==> src/rtl/hop_pkg.sv <==
// Shared definitions for the hop-selection blocks.
//   hop_state_e      : sequencer states of hop_select_seq
//   HOP_NUM_CH_DEF   : default number of RF channels
//   HOP_MIN_USED_DEF : default minimum used-channel count for AFH
//   basic_map()      : basic-hop position -> physical channel (evens first, then odds)
package hop_pkg;

    typedef enum logic [2:0] {
        ST_IDLE  = 3'd0,
        ST_KERN  = 3'd1,
        ST_CHK   = 3'd2,
        ST_CNT   = 3'd3,
        ST_MODN  = 3'd4,
        ST_REMAP = 3'd5,
        ST_DONE  = 3'd6
    } hop_state_e;

    localparam int HOP_NUM_CH_DEF   = 79;
    localparam int HOP_MIN_USED_DEF = 20;

    // Positions below ceil(num_ch/2) land on even channels, the rest on odd ones.
    function automatic int basic_map(input int p, input int num_ch);
        int h;
        int r;
        h = (num_ch + 32'sd1) / 32'sd2;
        if (p < h) begin
            r = 32'sd2 * p;
        end else begin
            r = 32'sd2 * (p - h) + 32'sd1;
        end
        return r;
    endfunction

endpackage

==> src/rtl/hop_select_seq_perm5.sv <==
// hop_perm5: 7-stage, 14-bit-controlled butterfly permutation of a 5-bit word.
//   z  : word to permute
//   p  : control word; p[13] drives the first butterfly, p[0] the last
//   zp : permuted word
module hop_perm5 (
    input  logic [4:0]  z,
    input  logic [13:0] p,
    output logic [4:0]  zp
);

    // Conditionally exchange bits i and j of v.
    function automatic logic [4:0] swap2(input logic [4:0] v, input logic [2:0] i,
                                         input logic [2:0] j, input logic en);
        logic [4:0] r;
        r = v;
        if (en) begin
            r[i] = v[j];
            r[j] = v[i];
        end else begin
            r = v;
        end
        return r;
    endfunction

    logic [4:0] t_s;

    // Butterfly network; the two swaps in each stage touch disjoint bits.
    always_comb begin
        t_s = z;
        t_s = swap2(t_s, 3'd1, 3'd2, p[13]);
        t_s = swap2(t_s, 3'd0, 3'd3, p[12]);
        t_s = swap2(t_s, 3'd1, 3'd3, p[11]);
        t_s = swap2(t_s, 3'd2, 3'd4, p[10]);
        t_s = swap2(t_s, 3'd0, 3'd3, p[9]);
        t_s = swap2(t_s, 3'd1, 3'd4, p[8]);
        t_s = swap2(t_s, 3'd3, 3'd4, p[7]);
        t_s = swap2(t_s, 3'd0, 3'd2, p[6]);
        t_s = swap2(t_s, 3'd1, 3'd3, p[5]);
        t_s = swap2(t_s, 3'd0, 3'd4, p[4]);
        t_s = swap2(t_s, 3'd3, 3'd4, p[3]);
        t_s = swap2(t_s, 3'd1, 3'd2, p[2]);
        t_s = swap2(t_s, 3'd2, 3'd3, p[1]);
        t_s = swap2(t_s, 3'd0, 3'd1, p[0]);
        zp  = t_s;
    end

endmodule

==> src/rtl/hop_select_seq.sv <==
// hop_select_seq: sequential hop-channel selector with run-time AFH remap.
// Computes the basic-hop channel; when AFH is enabled and that channel is unused,
// counts the used channels N, reduces s mod N by repeated subtraction and walks
// the basic map to the k'-th used channel.
// Optional build macro HOP_NCACHE_EN: caches the last successfully counted map and
// its N so an unchanged map skips the counting pass (results identical, lower latency).
// Ports:
//   clk, rst (async, active high), start (1-cycle request, inputs sampled with it)
//   X, A, C, B, D, Y1, Y2, E, F, Fprime : hop kernel inputs
//   afh_en, chan_map                    : AFH enable and used-channel map
//   busy, done, fk, used_n, map_err     : status and result (all registered)
module hop_select_seq
    import hop_pkg::*;
#(
    parameter int NUM_CH   = HOP_NUM_CH_DEF,
    parameter int CH_W     = 7,
    parameter int MIN_USED = HOP_MIN_USED_DEF
) (
    input  logic              clk,
    input  logic              rst,
    input  logic              start,
    input  logic [4:0]        X,
    input  logic [4:0]        A,
    input  logic [4:0]        C,
    input  logic [3:0]        B,
    input  logic [8:0]        D,
    input  logic              Y1,
    input  logic [5:0]        Y2,
    input  logic [CH_W-1:0]   E,
    input  logic [CH_W-1:0]   F,
    input  logic [CH_W-1:0]   Fprime,
    input  logic              afh_en,
    input  logic [NUM_CH-1:0] chan_map,
    output logic              busy,
    output logic              done,
    output logic [CH_W-1:0]   fk,
    output logic [CH_W:0]     used_n,
    output logic              map_err
);

    // Sum width that holds two CH_W terms plus the 5-bit and 6-bit terms.
    localparam int SUM_W = ((CH_W > 7) ? CH_W : 7) + 2;
    localparam int NW    = CH_W + 1;
    localparam logic [CH_W-1:0] LAST_IDX = CH_W'(NUM_CH - 1);
    localparam logic [CH_W:0]   MIN_N    = NW'(MIN_USED);

    // Read bit i of a channel map without a width-mismatched index.
    function automatic logic map_bit(input logic [NUM_CH-1:0] m, input logic [CH_W-1:0] i);
        logic [NUM_CH-1:0] t;
        t = m >> i;
        return t[0];
    endfunction

    hop_state_e        state_r;
    logic [4:0]        z_r;
    logic [13:0]       p_r;
    logic [CH_W-1:0]   e_r;
    logic [CH_W-1:0]   f_r;
    logic [CH_W-1:0]   fp_r;
    logic [5:0]        y2_r;
    logic              afh_r;
    logic [NUM_CH-1:0] map_r;
    logic [CH_W-1:0]   k_r;
    logic [SUM_W-1:0]  s_r;
    logic [CH_W-1:0]   idx_r;
    logic [CH_W:0]     acc_r;

`ifdef HOP_NCACHE_EN
    logic              cache_vld_r;
    logic [NUM_CH-1:0] cache_map_r;
    logic [CH_W:0]     cache_n_r;
`endif

    logic [4:0]        zsum_s;
    logic [4:0]        z_in_s;
    logic [13:0]       p_in_s;
    logic [4:0]        zp_s;
    logic [SUM_W-1:0]  sum_k_s;
    logic [SUM_W-1:0]  sum_s_s;
    logic [CH_W-1:0]   k_mod_s;
    logic [CH_W-1:0]   basic_k_s;
    logic [CH_W-1:0]   basic_p_s;
    logic              k_used_s;
    logic              p_used_s;
    logic              cnt_bit_s;
    logic [CH_W:0]     acc_next_s;
    logic [SUM_W-1:0]  n_ext_s;
    logic [SUM_W-1:0]  acc_ext_s;

    hop_perm5 u_perm (
        .z  (z_r),
        .p  (p_r),
        .zp (zp_s)
    );

    // Input pre-processing, kernel sums and map lookups.
    always_comb begin
        zsum_s     = X + A;
        z_in_s     = {zsum_s[4], zsum_s[3:0] ^ B};
        p_in_s     = {C ^ {5{Y1}}, D};
        sum_k_s    = SUM_W'(e_r) + SUM_W'(f_r) + SUM_W'(zp_s) + SUM_W'(y2_r);
        sum_s_s    = SUM_W'(e_r) + SUM_W'(fp_r) + SUM_W'(zp_s) + SUM_W'(y2_r);
        k_mod_s    = CH_W'(sum_k_s % SUM_W'(NUM_CH));
        basic_k_s  = CH_W'(basic_map(int'(k_r), NUM_CH));
        basic_p_s  = CH_W'(basic_map(int'(idx_r), NUM_CH));
        k_used_s   = map_bit(map_r, basic_k_s);
        p_used_s   = map_bit(map_r, basic_p_s);
        cnt_bit_s  = map_bit(map_r, idx_r);
        acc_next_s = acc_r + NW'(cnt_bit_s);
        n_ext_s    = SUM_W'(used_n);
        acc_ext_s  = SUM_W'(acc_r);
    end

    // Sequencer: latches the request, runs kernel / count / mod-N / remap, drives outputs.
    always_ff @(posedge clk or posedge rst) begin
        if (rst) begin
            state_r <= ST_IDLE;
            busy    <= 1'b0;
            done    <= 1'b0;
            fk      <= '0;
            used_n  <= '0;
            map_err <= 1'b0;
            z_r     <= '0;
            p_r     <= '0;
            e_r     <= '0;
            f_r     <= '0;
            fp_r    <= '0;
            y2_r    <= '0;
            afh_r   <= 1'b0;
            map_r   <= '0;
            k_r     <= '0;
            s_r     <= '0;
            idx_r   <= '0;
            acc_r   <= '0;
`ifdef HOP_NCACHE_EN
            cache_vld_r <= 1'b0;
            cache_map_r <= '0;
            cache_n_r   <= '0;
`endif
        end else begin
            done <= 1'b0;
            case (state_r)
                // DONE also accepts a new request: busy is already low there.
                ST_IDLE, ST_DONE: begin
                    if (start) begin
                        z_r     <= z_in_s;
                        p_r     <= p_in_s;
                        e_r     <= E;
                        f_r     <= F;
                        fp_r    <= Fprime;
                        y2_r    <= Y2;
                        afh_r   <= afh_en;
                        map_r   <= chan_map;
                        map_err <= 1'b0;
                        busy    <= 1'b1;
                        state_r <= ST_KERN;
                    end else begin
                        state_r <= ST_IDLE;
                    end
                end
                ST_KERN: begin
                    k_r     <= k_mod_s;
                    s_r     <= sum_s_s;
                    state_r <= ST_CHK;
                end
                ST_CHK: begin
                    if (!afh_r || k_used_s) begin
                        fk      <= basic_k_s;
                        done    <= 1'b1;
                        busy    <= 1'b0;
                        state_r <= ST_DONE;
                    end else begin
`ifdef HOP_NCACHE_EN
                        if (cache_vld_r && (cache_map_r == map_r)) begin
                            used_n  <= cache_n_r;
                            state_r <= ST_MODN;
                        end else begin
                            idx_r   <= '0;
                            acc_r   <= '0;
                            state_r <= ST_CNT;
                        end
`else
                        idx_r   <= '0;
                        acc_r   <= '0;
                        state_r <= ST_CNT;
`endif
                    end
                end
                ST_CNT: begin
                    acc_r <= acc_next_s;
                    if (idx_r == LAST_IDX) begin
                        used_n <= acc_next_s;
                        idx_r  <= '0;
                        // Too few channels (including N = 0): fall back to the basic hop.
                        if (acc_next_s < MIN_N) begin
                            fk      <= basic_k_s;
                            map_err <= 1'b1;
                            done    <= 1'b1;
                            busy    <= 1'b0;
                            state_r <= ST_DONE;
                        end else begin
`ifdef HOP_NCACHE_EN
                            cache_vld_r <= 1'b1;
                            cache_map_r <= map_r;
                            cache_n_r   <= acc_next_s;
`endif
                            state_r <= ST_MODN;
                        end
                    end else begin
                        idx_r <= idx_r + CH_W'(1);
                    end
                end
                ST_MODN: begin
                    // Zero guard keeps the loop finite even if N were ever 0.
                    if ((used_n != '0) && (s_r >= n_ext_s)) begin
                        s_r <= s_r - n_ext_s;
                    end else begin
                        idx_r   <= '0;
                        acc_r   <= '0;
                        state_r <= ST_REMAP;
                    end
                end
                ST_REMAP: begin
                    // acc_r counts used channels already passed; s_r now holds k'.
                    if (p_used_s && (acc_ext_s == s_r)) begin
                        fk      <= basic_p_s;
                        done    <= 1'b1;
                        busy    <= 1'b0;
                        state_r <= ST_DONE;
                    end else begin
                        if (p_used_s) begin
                            acc_r <= acc_r + NW'(1);
                        end else begin
                            acc_r <= acc_r;
                        end
                        if (idx_r == LAST_IDX) begin
                            // Unreachable while k' < N; fail safe to the basic hop.
                            fk      <= basic_k_s;
                            map_err <= 1'b1;
                            done    <= 1'b1;
                            busy    <= 1'b0;
                            state_r <= ST_DONE;
                        end else begin
                            idx_r <= idx_r + CH_W'(1);
                        end
                    end
                end
                default: begin
                    busy    <= 1'b0;
                    state_r <= ST_IDLE;
                end
            endcase
        end
    end

endmodule

==> config.mk <==
export PLATFORM = sky130hd
export DESIGN_NAME = hop_select_seq
export DESIGN_NICKNAME = d
export VERILOG_FILES = /design/src/rtl/hop_pkg.sv /design/src/rtl/hop_select_seq_perm5.sv /design/src/rtl/hop_select_seq.sv
export SDC_FILE = /design/constraint.sdc
export NUM_CORES = 1
export LEC_CHECK = 0
export CAP_MARGIN = 20
export CORE_MARGIN = 2
export CORE_UTILIZATION = 48
export CTS_BUF_LIST = sky130_fd_sc_hd__clkbuf_8
export DETAILED_ROUTE_END_ITERATION = 10
export DONT_BUFFER_PORTS = 1
export HOLD_SLACK_MARGIN = 0.1
export PLACE_DENSITY = 0.66
export SYNTH_ARGS = -nofsm -noshare
export SYNTH_HDL_FRONTEND = slang
export SYNTH_HIERARCHICAL = 1
export SYNTH_SLANG_ARGS = --single-unit
==> constraint.sdc <==
create_clock -name clk -period 6.4 [get_ports clk]
set_input_delay 0.64 -clock clk [delete_from_list [all_inputs] [get_ports clk]]
set_output_delay 0.64 -clock clk [all_outputs]
set_load 0.01 [all_outputs]
==> flow_summary.json <==
{
  "status": "complete, but fails checks",
  "violations": "DRC",
  "timing.critical_path.to_type": "register",
  "grt_overflow_total": 0,
  "cts-root-to-sink-buffers": 2,
  "count_of_clock_tree_sinks": 178,
  "synth-edff-count": 0,
  "wl_per_cell_um": 20.4,
  "place.gp.congestion": 0.881,
  "core_area_sq_um": 26100,
  "yosys.area.top_type_share": 0.348,
  "reg2reg_from": "p_r[12]",
  "fmax_mhz": 162,
  "worst-path-max-fanout": 8,
  "firstDrtPassIters": 8,
  "place.port_buffers": 0,
  "setup.worst_path.class": "register to register",
  "startpoint_type": "register",
  "timing.final.setup_violations": 0,
  "groute.usage.overall": 0.231,
  "timing_hold_violations_final": 0,
  "routed-via-count": 9343,
  "fin_worst_skew_ns": 0.0274,
  "yosysWarnings": 6,
  "timing.setup.tns_ns": 0,
  "design.portCount": 157,
  "tritoncts": "yes",
  "clk_root_buffer_cell": "sky130_fd_sc_hd__clkbuf_8",
  "crit-reg2reg-capture": "k_r[2]",
  "cts_htree_levels": 4,
  "initialDrtViolationCount": 720,
  "synth_top_cells_by_area": "sky130_fd_sc_hd__dfrtp_1, sky130_fd_sc_hd__mux4_2, sky130_fd_sc_hd__mux2_2",
  "crit_required_ns": 6.75,
  "finalCritPeriodShare": 0.963,
  "grt_start_max_net_pins": 77,
  "cap_viol_max_count": 0,
  "postRouteAntennaNets": 0,
  "clkLatencyLatePin_ns": 0.48,
  "ff2ff_path_depth": 28,
  "nets": 1396,
  "commonest_cells_in_the_synthesized_netlist": "sky130_fd_sc_hd__dfrtp_1, sky130_fd_sc_hd__mux2_2, sky130_fd_sc_hd__inv_1, sky130_fd_sc_hd__nand2_1, sky130_fd_sc_hd__mux2i_1",
  "cp_num_buf_inv": 5,
  "number_of_global_route_vias_before_repair": 9598,
  "synth_seq_area_share": 0.348,
  "post_synth.cell_area_avg_sq_um": 10.9,
  "first_element_of_the_critical_path": "p_r[12]",
  "post-dp-hpwl_mm": 23.4,
  "grt_pass1_wl_mm": 51.9,
  "start_util": 0.490,
  "layout.cell_area.non_filler_sq_um": 14000,
  "layoutNonFillerInstCount": 1538,
  "depth_of_the_worst_hold_timing_path": 2,
  "synthToLayoutAreaGrowth_pct": 9.35,
  "cp_endpoint": "k_r[2]",
  "clkTransAtPathRegs_ns": 0.11,
  "cpLargestDelayFamily": "compound AO/OA/AOI/OAI gates",
  "cp.arrival_ns": 6.52,
  "min_path_type": "primary input to register",
  "final.min_clock_period_ns": 6.17,
  "route.detailed.drc": 18,
  "synth_area_leader_cell": "sky130_fd_sc_hd__dfrtp_1",
  "synthArstFlopShare": 1.00,
  "drv_slew": 0,
  "netlist-cell-type-count": 95,
  "hold_path_startpoint": "F[5]",
  "yosys_register_bits": 178,
  "post_placement_cell_area_sq_um": 13200,
  "yosys.cell_count.top_type": "sky130_fd_sc_hd__dfrtp_1",
  "syn-cell-area_sq_um": 12800,
  "cts_made_buffers": 17,
  "routed_via_density": 6.07,
  "dpl.cell_count": 1485,
  "height_of_the_chip_um": 167,
  "postSynthNetCount": 1388,
  "worst_slew_margin_rel": 0.335,
  "synthesis.instances": 1178,
  "initial_antenna_violation_count": 7,
  "r2r_slack_ns": 0.23,
  "placement_rows": 59,
  "number_of_cells_on_the_critical_path": 28,
  "fp.dieW_um": 167,
  "layout_cells_sized_above_1": 0.269,
  "cp_slowest_stage_delay_ns": 0.47,
  "most_used_flip_flop_cell_after_synthesis": "sky130_fd_sc_hd__dfrtp_1",
  "drt_wl_total_mm": 31.3,
  "dieArea_sq_um": 28000,
  "crit_path_top_delay_cell": "sky130_fd_sc_hd__dfrtp_2",
  "worst_slew_pin_slew_ns": 0.998
}
## per-layer routing
metal  global-route usage  vias to the layer above  part of all wire
met2                0.359                      301              0.47
met3               0.0589                       61             0.067
li1                     -                     4340                 -
met4               0.0733                       12             0.025
met1                0.319                     4629              0.44
met5                    0                        -            0.0025
## sequential cells by signal, indices dropped and copies added, names as in the netlist
signal / count
acc_r: 8
afh_r: 1
busy: 1
done: 1
e_r: 7
f_r: 7
fk: 7
fp_r: 7
idx_r: 7
k_r: 7
map_err: 1
map_r: 79
p_r: 14
s_r: 9
state_r: 3
used_n: 8
y2_r: 6
z_r: 5
## kinds of logic after synthesis
kind of cell / Yosys count / synth area share
multiplexers: 246 / 0.259
XOR/XNOR: 46 / 0.0320
AO/OA/AOI/OAI: 235 / 0.126
buffers and inverters: 146 / 0.0476
flip-flops: 178 / 0.348
adder cells (fa/ha/maj): 71 / 0.0845
AND/OR/NAND/NOR: 256 / 0.103
## per-stage QoR
step	hold WS [ns]	worst slack [ns]	utilization
final	0.278	0.234	0.536
after global routing	0.254	-0.0481	0.536
after CTS	0.259	0.00639	0.526
after detailed placement	0.483	-0.159	0.506
after global placement	0.486	0.0839	0.506
after floorplan	0.481	0.172	-
## timing repair
| action | in CTS | in global routing |
|---|---|---|
| pin swaps | 5 | 23 |
| endpoints found under the setup margin | 3 | 7 |
| buffers inserted | 7 | 8 |
| hold endpoints to repair | 29 | 0 |
| resized for setup | 10 | 41 |
| hold buffers | 1 | 0 |
## layout by cell type (no fill, tap or decap), drive strengths merged, types with 16 or more instances in the layout
master,count
nor2,52
fa,26
mux2,114
inv,91
buf,50
o21ai,70
nand2,81
clkbuf,17
ha,45
mux4,55
mux2i,77
nand3,16
a21oi,61
dfrtp,178
xnor2,37
## how the worst min path moves through the flow
| stage | endpoint | slack [ns] |
|---|---|---|
| 6_report | f_r[5] | 0.28 |
| 3_5_place_dp | f_r[4] | 0.48 |
| 4_1_cts | f_r[5] | 0.26 |
| 5_1_grt | map_r[41] | 0.25 |
| 2_1_floorplan | afh_r | 0.48 |
| 3_3_place_gp | f_r[4] | 0.49 |
## cell type report
| class | instances | area, sq um |
|---|---|---|
| antenna | 4 | 10.0 |
| clock buffer | 17 | 234 |
| clock inverter | 15 | 185 |
| fill | 2334 | 12100 |
| inverter | 84 | 320 |
| multi-input combinational | 854 | 7990 |
| sequential | 178 | 4460 |
| tap | 335 | 419 |
| timing repair buffer | 51 | 400 |
Power is not shown: default switching activity piles up to over one toggle a cycle in this logic, so the estimate is an artifact.
